### src/rtl/ad80305_pkg.sv
// ad80305_pkg: shared types and constants for the AD80305 RX frame-alignment path.
// Rev 1.0
`default_nettype none

package ad80305_pkg;

    typedef enum logic [1:0] {
        ST_IDLE   = 2'd0,
        ST_SEARCH = 2'd1,
        ST_VERIFY = 2'd2,
        ST_LOCKED = 2'd3
    } rx_state_e;

    localparam int DEFAULT_DW = 12;

    // FIFO word layout: Q occupies the upper DW bits, I the lower DW bits.
    localparam bit PACK_Q_HIGH = 1'b1;

endpackage

`default_nettype wire

### src/rtl/ad80305_sat_cnt.sv
// ad80305_sat_cnt: saturating up-counter with synchronous clear (clear beats increment).
// Rev 1.0
`default_nettype none

module ad80305_sat_cnt #(
    parameter int W = 16
) (
    input  logic         clk,
    input  logic         rst_n,
    input  logic         clr,
    input  logic         inc,
    output logic [W-1:0] cnt
);

    always_ff @(posedge clk or negedge rst_n) begin
        if (!rst_n) begin
            cnt <= '0;
        end else if (clr) begin
            cnt <= '0;
        end else if (inc && (cnt != {W{1'b1}})) begin
            cnt <= cnt + 1'b1;
        end
    end

endmodule

`default_nettype wire

### src/rtl/ad80305_rx_frame_align.sv
// ad80305_rx_frame_align: rx_frame lock FSM, I/Q de-interleave and FIFO write control.
// Rev 1.0
`default_nettype none

module ad80305_rx_frame_align
    import ad80305_pkg::*;
#(
    parameter int DW         = DEFAULT_DW,
    parameter int LOCK_CNT   = 8,
    parameter int UNLOCK_CNT = 4,
    parameter int CNT_W      = 16
) (
    input  logic              i_rx_clk,
    input  logic              i_fpga_rst_125p,
    input  logic [DW:0]       i_dataout_h,
    input  logic [DW:0]       i_dataout_l,
    input  logic              i_enable,
    input  logic              i_wrfull,
    input  logic              i_clr_cnt,
    output logic              o_wr_en,
    output logic [2*DW-1:0]   o_wr_data,
    output logic              o_locked,
    output logic              o_phase,
    output logic [CNT_W-1:0]  o_frame_err_cnt,
    output logic [CNT_W-1:0]  o_ovf_cnt
);

    localparam logic [7:0] LOCK_V   = 8'(LOCK_CNT);
    localparam logic [7:0] UNLOCK_V = 8'(UNLOCK_CNT);

    logic [DW:0]     h_q;
    logic [DW:0]     l_q;
    rx_state_e       state;
    rx_state_e       state_d;
    logic            ref_phase;
    logic            ref_phase_d;
    logic [7:0]      good_cnt;
    logic [7:0]      good_cnt_d;
    logic [7:0]      bad_cnt;
    logic [7:0]      bad_cnt_d;
    logic            good_pat;
    logic            ph;
    logic            is_good;
    logic            wr_fire;
    logic            ovf_inc;
    logic            err_inc;
    logic [DW-1:0]   i_sel;
    logic [DW-1:0]   q_sel;
    logic [2*DW-1:0] packed_iq;

    always_ff @(posedge i_rx_clk or negedge i_fpga_rst_125p) begin
        if (!i_fpga_rst_125p) begin
            h_q <= '0;
            l_q <= '0;
        end else begin
            h_q <= i_dataout_h;
            l_q <= i_dataout_l;
        end
    end

    assign good_pat = h_q[DW] ^ l_q[DW];
    assign ph       = h_q[DW];
    assign is_good  = good_pat && (ph == ref_phase);

    always_ff @(posedge i_rx_clk or negedge i_fpga_rst_125p) begin
        if (!i_fpga_rst_125p) begin
            state     <= ST_IDLE;
            ref_phase <= 1'b0;
            good_cnt  <= '0;
            bad_cnt   <= '0;
        end else begin
            state     <= state_d;
            ref_phase <= ref_phase_d;
            good_cnt  <= good_cnt_d;
            bad_cnt   <= bad_cnt_d;
        end
    end

    always_comb begin
        state_d     = state;
        ref_phase_d = ref_phase;
        good_cnt_d  = good_cnt;
        bad_cnt_d   = bad_cnt;
        wr_fire     = 1'b0;
        ovf_inc     = 1'b0;
        err_inc     = 1'b0;

        case (state)
            ST_IDLE: begin
                if (i_enable) begin
                    state_d = ST_SEARCH;
                end
            end
            ST_SEARCH: begin
                if (good_pat) begin
                    ref_phase_d = ph;
                    good_cnt_d  = 8'd1;
                    state_d     = ST_VERIFY;
                end
            end
            ST_VERIFY: begin
                if (is_good) begin
                    // The sample that completes verification is consumed, not written.
                    if ((good_cnt + 8'd1) == LOCK_V) begin
                        good_cnt_d = '0;
                        state_d    = ST_LOCKED;
                    end else begin
                        good_cnt_d = good_cnt + 8'd1;
                    end
                end else begin
                    good_cnt_d = '0;
                    state_d    = ST_SEARCH;
                end
            end
            ST_LOCKED: begin
                if (is_good) begin
                    bad_cnt_d = '0;
                    if (i_wrfull) begin
                        ovf_inc = 1'b1;
                    end else begin
                        wr_fire = 1'b1;
                    end
                end else begin
                    err_inc = 1'b1;
                    if ((bad_cnt + 8'd1) == UNLOCK_V) begin
                        bad_cnt_d = '0;
                        state_d   = ST_SEARCH;
                    end else begin
                        bad_cnt_d = bad_cnt + 8'd1;
                    end
                end
            end
            default: begin
                state_d = ST_IDLE;
            end
        endcase

        if (!i_enable) begin
            state_d    = ST_IDLE;
            good_cnt_d = '0;
            bad_cnt_d  = '0;
        end
    end

    assign i_sel     = ref_phase ? h_q[DW-1:0] : l_q[DW-1:0];
    assign q_sel     = ref_phase ? l_q[DW-1:0] : h_q[DW-1:0];
    assign packed_iq = PACK_Q_HIGH ? {q_sel, i_sel} : {i_sel, q_sel};

    always_ff @(posedge i_rx_clk or negedge i_fpga_rst_125p) begin
        if (!i_fpga_rst_125p) begin
            o_wr_en   <= 1'b0;
            o_wr_data <= '0;
            o_locked  <= 1'b0;
            o_phase   <= 1'b0;
        end else begin
            o_wr_en  <= wr_fire;
            o_locked <= (state_d == ST_LOCKED);
            if (wr_fire) begin
                o_wr_data <= packed_iq;
            end
            if (state_d == ST_LOCKED) begin
                o_phase <= ref_phase_d;
            end
        end
    end

    ad80305_sat_cnt #(
        .W (CNT_W)
    ) u_frame_err_cnt (
        .clk   (i_rx_clk),
        .rst_n (i_fpga_rst_125p),
        .clr   (i_clr_cnt),
        .inc   (err_inc),
        .cnt   (o_frame_err_cnt)
    );

    ad80305_sat_cnt #(
        .W (CNT_W)
    ) u_ovf_cnt (
        .clk   (i_rx_clk),
        .rst_n (i_fpga_rst_125p),
        .clr   (i_clr_cnt),
        .inc   (ovf_inc),
        .cnt   (o_ovf_cnt)
    );

endmodule

`default_nettype wire

### config.mk
export PLATFORM = sky130hd
export DESIGN_NAME = ad80305_rx_frame_align
export DESIGN_NICKNAME = d
export VERILOG_FILES = /design/src/rtl/ad80305_pkg.sv /design/src/rtl/ad80305_sat_cnt.sv /design/src/rtl/ad80305_rx_frame_align.sv
export SDC_FILE = /design/constraint.sdc
export NUM_CORES = 1
export LEC_CHECK = 0
export ABC_AREA = 1
export CORE_UTILIZATION = 56
export CTS_CLUSTER_DIAMETER = 50
export DETAILED_ROUTE_END_ITERATION = 8
export GPL_TIMING_DRIVEN = 0
export PLACE_DENSITY_LB_ADDON = 0.05
export SLEW_MARGIN = 20
export SYNTH_ARGS = -nofsm -noshare
export SYNTH_HDL_FRONTEND = slang
export SYNTH_SLANG_ARGS = --single-unit
export TNS_END_PERCENT = 5
### constraint.sdc
create_clock -name i_rx_clk -period 4.3 [get_ports i_rx_clk]
set_input_delay 0.86 -clock i_rx_clk [delete_from_list [all_inputs] [get_ports i_rx_clk]]
set_output_delay 0.86 -clock i_rx_clk [all_outputs]
set_load 0.01 [all_outputs]
==> key figures, run 1 <==
Layout
  • # diodes: 0
  • Area growth, synth to finish: 25.6%
  • Layout Cells excl Fill: a little under 800
  • Layout cells sized above 1: 0.0902
  • Final Net Count: between 700 and 800

GRT
  • First-pass GRT wire length: 18,500 µm
  • GRT Total Usage: 0.264
  • Congestion Overflow GR: 0
  • Initial antenna violation count: 0
  • Number of global-route vias before repair: just over 4,000
  • Largest net degree at the start of global routing: a little under 70

STA
  • Min Hold Slack: 0.365 ns
  • Final min period: between 2 and 2.5 ns
  • RSZ-0062 raised after global routing: false
  • Clock skew: roughly 0.015 ns
  • FMAX: 435 MHz
  • Worst rel slew slack: 0.637
  • TNS Setup: 0 ns
  • Post-route clock period utilization: 0.534
  • Final hold viol count: 0
  • Slew Limit Fails: 0
  • Final setup violation count: 0
  • Actual slew at the worst max-slew pin: about 0.54 ns

Synthesis
  • Synth Area in XOR/XNOR: 0.00903
  • Sequential fraction of the synthesis area: 0.536
  • Synth Net Count: 606
  • Average cell area after synthesis: between 8 and 9 µm²
  • Post-synthesis mux area share: 0
  • Top_reg_cell synth: dfrtp_1
  • Synth Area in Compound Gates: 0.106
  • FFs w/ async S/R, synth: 1.00
  • Synthesized area: just under 5000 µm²
  • Count of different cell masters after synthesis: 35
  • Synth Area in Adders: 0.0103
  • Yosys Warn Count: 0
  • Mapped Cells: roughly 570
  • Post-synth EDFFs: 0
  • Simple-gate share of the synthesized area: 0.273
  • #FFs+latches synth: between 100 and 150
  • Main combinational cell family by area after synthesis: simple AND/OR/NAND/NOR gates

Clocking
  • Skew-Pair Late Insertion Delay: about 0.37 ns
  • Num Clock Sinks: 104
  • Post-CTS sizing: 0
  • CTS tree: built
  • TritonCTS Buffers: 9
  • CTS H-tree lvls: 3
  • Clk pin slew, worst setup/hold paths: around 0.1 ns
  • Root buffer cell: clkbuf_8
  • Buffer levels on the longest clock path: 2
  • Setup Buffers After CTS: 0
  • Hold buffers post-CTS: 0

Floorplanning
  • Die span in x: 95.1 µm
  • Core Rows: 33
  • Die Ht: around 95 µm
  • Number of I/O pins: 90
  • Effective utilization at floorplan: 0.585
  • Core Area: ~8300 µm²
  • Area of the die: 9040 µm²

Worst setup path
  • Slowest stage delay, CP: between 0.5 and 0.6 ns
  • Crit start category: flop
  • Reg2Reg Depth: 12
  • Worst setup EP type: primary output
  • Worst R2R End: u_frame_err_cnt.cnt[8]$_DFFE_PN0P_
  • CP delay by family, top: buffers and inverters
  • CP Class: flop to primary output
  • R2r startpoint: u_frame_err_cnt.cnt[0]$_DFFE_PN0P_
  • Critical Path RT: 3.44 ns
  • Reg2reg setup slack: around 2.5 ns
  • CP max stage cell: clkdlybuf4s50_1
  • Critical path peak fanout: 6
  • Worst path buffer plus inverter count: 1
  • CP startpoint: u_frame_err_cnt.cnt[11]$_DFFE_PN0P_
  • Crit. path cell count: 1
  • Crit-path cells: clkdlybuf4s50_1
  • Worst EP arrival: between 1 and 1.5 ns

Power and ir drop
  • Final total power: around 0.0025 W
  • Clock share of power: 0.252
  • Reg power frac: 0.484
  • Logic pwr share: 0.264
  • Sw Share: 0.300
  • Pint: roughly 0.0017 W
  • Switching Power: between 0.0007 and 0.0008 W
  • Leak: 2.65 nW
  • Max VDD drop: a little over 200 µV
  • PD cells: a little over 400 nW/µm²

Route
  • Drt wl/cell: approximately 14 µm
  • Vias per std cell: 5.39
  • Residual DRC count: 0
  • ANT nets after route: 0
  • WL met1: between 4000 and 5000 µm
  • DRT Wirelength: 11,200 µm
  • DR iter-0 viols: roughly 180
  • Top Metal Used: met4
  • Vias: approximately 4,200
  • Met3 wire len: about 750 µm
  • Met2 Wirelength: between 5000 and 6000 µm
  • TritonRoute pass-1 iters: 4

Run status
  • Status: finished, final reports clean

Flow run
  • Max_cap viols: 0

Worst hold path
  • Hold Path Class: primary input to asynchronous set/reset pin

Placed design
  • # port buffers: 88
  • Placed Cells incl. Taps: around 770
  • DP Wirelength: 8070 µm
  • Routability cong.: just under 0.9
==> worst max-delay path by stage <==
stage | to | slack (ns)
after floorplan | u_ovf_cnt.cnt[14]$_DFFE_PN0P_ | 2.44
after global placement | u_frame_err_cnt.cnt[9]$_DFFE_PN0P_ | -1.54
after detailed placement | u_ovf_cnt.cnt[4]$_DFFE_PN0P_ | 1.74
after CTS | o_frame_err_cnt[11] | 1.99
after global routing | o_frame_err_cnt[11] | 1.94
final | o_frame_err_cnt[11] | 2.00
==> synth_stat cells, drive strengths merged, types with 3 or more instances <==
library cell	instances	area share
o21ai	35	0.036
nor3	17	0.024
a21oi	18	0.019
nor2	71	0.062
inv	66	0.052
o22ai	3	0.0039
nand3	39	0.047
clkbuf	6	0.0046
nand2	151	0.13
a31oi	25	0.032
nand4	8	0.010
ha	4	0.010
buf	7	0.0085
o31ai	6	0.0093
dfrtp	104	0.54
xor2	5	0.0090
==> per-stage QoR <==
step	setup WS [ns]	instance area (µm²)	utilization
after floorplan	2.44	4850	-
after global placement	-1.54	5860	0.707
after detailed placement	1.74	5890	0.710
after CTS	1.99	6090	0.734
after global routing	1.94	6090	0.734
final	2.00	6090	0.734
==> layout make-up <==
| type | instances | area [µm²] |
|---|---|---|
| Sequential cell | 104 | 2600 |
| Multi-Input combinational cell | 387 | 1930 |
| Fill cell | 616 | 2210 |
| Inverter | 67 | 256 |
| Clock buffer | 9 | 124 |
| Clock inverter | 7 | 76.3 |
| Buffer | 13 | 63.8 |
| Timing Repair Buffer | 89 | 910 |
| Tap cell | 105 | 131 |
==> power by group through the flow <==
stage	Sequential (W)	Combinational (W)	Clock (W)
floorplan	0.00126	0.000234	0
global placement	0.00121	0.000634	0
detailed placement	0.00121	0.000655	0
CTS	0.00119	0.000657	0.000637
global route	0.00121	0.000713	0.000670
finish	0.00119	0.000649	0.000621
==> cells by family (layout without fill, tap and decap cells) <==
logic type	Yosys count	in the layout
AO/OA/AOI/OAI	90	90
XOR/XNOR	5	5
adder cells (fa/ha/maj)	4	4
buffers and inverters	80	185
flip-flops	104	104
AND/OR/NAND/NOR	288	288
==> flip-flops by register name (all words and copies together), names as in the netlist, 2 cells and up <==
signal               flops
state                    2
l_q                     13
bad_cnt                  8
u_frame_err_cnt.cnt     16
o_wr_data               24
h_q                     13
u_ovf_cnt.cnt           16
good_cnt                 8
==> metal layers <==
| layer | track usage | vias up |
|---|---|---|
| li1 | - | 2064 |
| met1 | 0.338 | 2000 |
| met2 | 0.438 | 130 |
| met3 | 0.0582 | 16 |
| met4 | 0.0972 | 0 |
| met5 | 0 | - |
==> cells in the final DEF (no fill, tap or decap), types with 2 or more instances in the layout <==
cell type,synthesis,layout
xor2_1,5,5
nand2_2,6,6
nand2_4,4,4
clkbuf_1,6,6
o21ai_1,4,4
buf_6,1,2
dfrtp_1,104,104
nand3_1,34,34
inv_1,60,60
clkbuf_8,0,9
ha_1,4,4
o31ai_1,6,6
nor3_1,13,13
a31oi_1,25,25
buf_2,6,6
inv_6,0,3
nor3_2,2,2
inv_4,2,2
nor3_4,2,2
nand3_2,4,4
nand4_1,8,8
inv_2,4,4
o21ai_0,31,31
clkdlybuf4s50_1,0,87
nor2_2,8,8
nor2_4,2,2
a21oi_1,17,17
nor2_1,61,61
clkinvlp_4,0,2
o22ai_1,3,3
nand2_1,141,141
(Power assumes the default switching activity.)
==> run 2, diff against run 1 <==
--- a/config.mk
+++ b/config.mk
@@ -6,7 +6,7 @@
 export NUM_CORES = 1
 export LEC_CHECK = 0
 export ABC_AREA = 1
-export CORE_UTILIZATION = 56
+export CORE_UTILIZATION = 52
 export CTS_CLUSTER_DIAMETER = 50
 export DETAILED_ROUTE_END_ITERATION = 8
 export GPL_TIMING_DRIVEN = 0
==> constraint.sdc (replaced) <==
create_clock -name i_rx_clk -period 2.2 [get_ports i_rx_clk]
set_input_delay 0.44 -clock i_rx_clk [delete_from_list [all_inputs] [get_ports i_rx_clk]]
set_output_delay 0.44 -clock i_rx_clk [all_outputs]
set_load 0.01 [all_outputs]
==> run 2 against run 1 <==
Final area rose by 0.14%. Clock skew is 0.0011 ns higher. Critical endpoint unchanged. Non-clock buffer count up 1. Highest routed layer unchanged. Via count shrank 0.52%. Count of clock-buffer cells in the layout up 2. Power up 95%. Utilization shrank 4.8 points.
==> key figures, run 2 (synthesis results as in run 1) <==
Floorplanning
  • Die span in x: 98.6 µm (+3.7%)
  • Effective utilization at floorplan: 0.546 (-0.0389)
  • Number of I/O pins: 90 (unchanged)
  • Die Ht: 98.6 µm (+3.7%)
  • Core Area: 8890 µm² (+7.1%)
  • Area of the die: 9720 µm² (+7.5%)
  • Core Rows: 34 (+3.0%)

Placed design
  • DP Wirelength: 8070 µm (about the same)
  • DP Worst Slack: 0.0569 ns (-1.69 ns)
  • Routability cong.: 0.945 (+6.9%)
  • # port buffers: 88 (unchanged)
  • Dpl cell area: 5900 µm² (about the same)

STA
  • FMAX: around 530 MHz
  • Min Hold Slack: 0.498 ns (+0.133 ns)
  • Post-route worst setup slack: 0.312 ns (-1.69 ns)
  • Final hold viol count: 0 (unchanged)
  • Clock skew: 0.0162 ns (+0.00113 ns)
  • Slew Limit Fails: 0 (unchanged)
  • RSZ-0062 raised after global routing: false
  • Final setup violation count: 0 (unchanged)
  • Final min period: approximately 1.9 ns
  • TNS Setup: 0 ns (unchanged)
  • Post-route clock period utilization: 0.858
  • Actual slew at the worst max-slew pin: 0.523 ns (-0.0215 ns)
  • Worst rel slew slack: 0.651 (+0.0144)

Clocking
  • CTS H-tree lvls: 3 (unchanged)
  • Buffer levels on the longest clock path: 2 (unchanged)
  • Num Clock Sinks: 104 (unchanged)
  • CTS tree: built
  • Skew-Pair Late Insertion Delay: 0.37 ns (about the same)
  • Clk pin slew, worst setup/hold paths: 0.10 ns (about the same)
  • TritonCTS Buffers: 9 (unchanged)
  • Root buffer cell: clkbuf_8

Power and ir drop
  • Leak: 2.66 nW (+0.42%)
  • Max VDD drop: 379 µV (+86%)
  • PD cells: 786 nW/µm² (+95%)

Worst setup path
  • Critical path peak fanout: 6 (unchanged)
  • Crit start category: flop
  • CP Class: flop to primary output
  • Crit-path cells: clkdlybuf4s50_1
  • Worst setup EP type: primary output
  • CP delay by family, top: buffers and inverters
  • Slowest stage delay, CP: 0.60 ns (about the same)
  • CP max stage cell: clkdlybuf4s50_1
  • Worst EP arrival: 1.45 ns (about the same)
  • Critical Path RT: 1.76 ns (-1.68 ns)
  • Worst path buffer plus inverter count: 1 (unchanged)

Layout
  • Register Area: 2600 µm² (unchanged)
  • Final Net Count: 707 (+0.14%)
  • Layout cells sized above 1: 0.0886 (-0.00161)
  • Post-route core utilization: 0.686 (-0.0479)
  • Largest register FFs: 24 (unchanged)
  • Commonest non-fill, non-tap cells in the layout: 141 x nand2_1, 104 x dfrtp_1, 87 x clkdlybuf4s50_1
  • Area growth, synth to finish: 25.8%
  • Most flop-heavy register: o_wr_data
  • # diodes: 0 (unchanged)
  • Area of the multi-input gates: 1930 µm² (unchanged)
  • Commonest non-fill, non-tap cell in the layout: nand2_1
  • Design Area, Final: 6100 µm² (+0.14%)
  • Fillers: 694 (+13%)
  • Top Registers: o_wr_data (24), u_frame_err_cnt.cnt (16), u_ovf_cnt.cnt (16)

GRT
  • First-pass GRT wire length: 19,000 µm (+3.0%)
  • Largest net degree at the start of global routing: 63 (-8.7%)
  • Congestion Overflow GR: 0 (unchanged)
  • Initial antenna violation count: 0 (unchanged)
  • Number of global-route vias before repair: 4,042 (-0.66%)
  • GRT Total Usage: 0.245 (-0.0182)

Route
  • Drt wl/cell: 14.2 µm (-0.66%)
  • Residual DRC count: 0 (unchanged)
  • Top Metal Used: met4
  • TritonRoute pass-1 iters: 5 (+1)
  • Vias: 4,188 (-0.52%)
  • DR iter-0 viols: 176 (+0.57%)
  • WL met1: 4930 µm (+3.0%)
  • DRT Wirelength: 11,200 µm (-0.15%)
  • Met3 wire len: 655 µm (-13%)
  • Met2 Wirelength: 5400 µm (-1.3%)
  • ANT nets after route: 0 (unchanged)
  • Vias per std cell: 5.34 (-1.0%)

Worst hold path
  • Hold Path Class: primary input to flop

Flow run
  • Max_cap viols: 0 (unchanged)

Run status
  • Status: finished, final reports clean
run 2: cell count changes in the layout (fill, tap and decap cells not counted), sizes merged:
| cell | previous run | this run |
|---|---|---|
| inv | 69 | 67 |
| clkbuf | 15 | 17 |
| clkinvlp | 2 | 0 |
| dlygate4sd3 | 0 | 1 |
| clkinv | 2 | 4 |
run 2: stage by stage:
stage | std cells | total power (W)
final | 785 | 0.00480
after global routing | 785 | 0.00505
after CTS | 785 | 0.00485
after detailed placement | 768 | 0.00364
after global placement | 767 | 0.00361
after floorplan | 571 | 0.00293
run 2: what timing repair did:
| item | CTS | global route |
|---|---|---|
| buffers inserted | 0 | 0 |
| hold endpoints to repair | 42 | 0 |
| hold buffers | 1 | 0 |
| gates resized for setup | 0 | 0 |
| setup endpoints to repair | 0 | 0 |
run 2: cell type report:
cell class | instances | share of cell area
Sequential cell | 104 | 0.426
Multi-Input combinational cell | 387 | 0.316
Timing Repair Buffer | 90 | 0.151
Inverter | 67 | 0.0420
Clock buffer | 11 | 0.0232
Tap cell | 108 | 0.0221
Buffer | 13 | 0.0105
Clock inverter | 5 | 0.00882
run 2: per-layer routing:
metal / up-vias / GRT usage
met4: 0 / 0.0735
met1: 1990 / 0.309
met5: - / 0
li1: 2067 / -
met3: 16 / 0.0660
met2: 115 / 0.416
run 2: path summary, 6_finish.rpt:
check / from / end / slack (ns) / cells after the start
hold / removal: i_dataout_l[12] / l_q[12]$_DFF_PN0_ / 0.50 / 1
hold reg to reg: l_q[3]$_DFF_PN0_ / o_wr_data[3]$_DFFE_PN0P_ / 0.53 / 2
min in group asynchronous: i_fpga_rst_125p / l_q[5]$_DFF_PN0_ / 0.54 / 2
max in group asynchronous: i_fpga_rst_125p / bad_cnt[1]$_DFFE_PN0P_ / 1.02 / 3
setup / recovery: u_frame_err_cnt.cnt[11]$_DFFE_PN0P_ / o_frame_err_cnt[11] / 0.31 / 1
setup reg to reg: u_frame_err_cnt.cnt[0]$_DFFE_PN0P_ / u_frame_err_cnt.cnt[8]$_DFFE_PN0P_ / 0.34 / 11
run 2: report_power, final:
| group | leakage (nW) | switching, W | internal (W) | total [W] |
|---|---|---|---|---|
| Sequential | 1.32 | 0.000167 | 0.00218 | 0.00235 |
| Clock | 0.103 | 0.000640 | 0.000557 | 0.00120 |
| Combinational | 1.24 | 0.000599 | 0.000655 | 0.00125 |
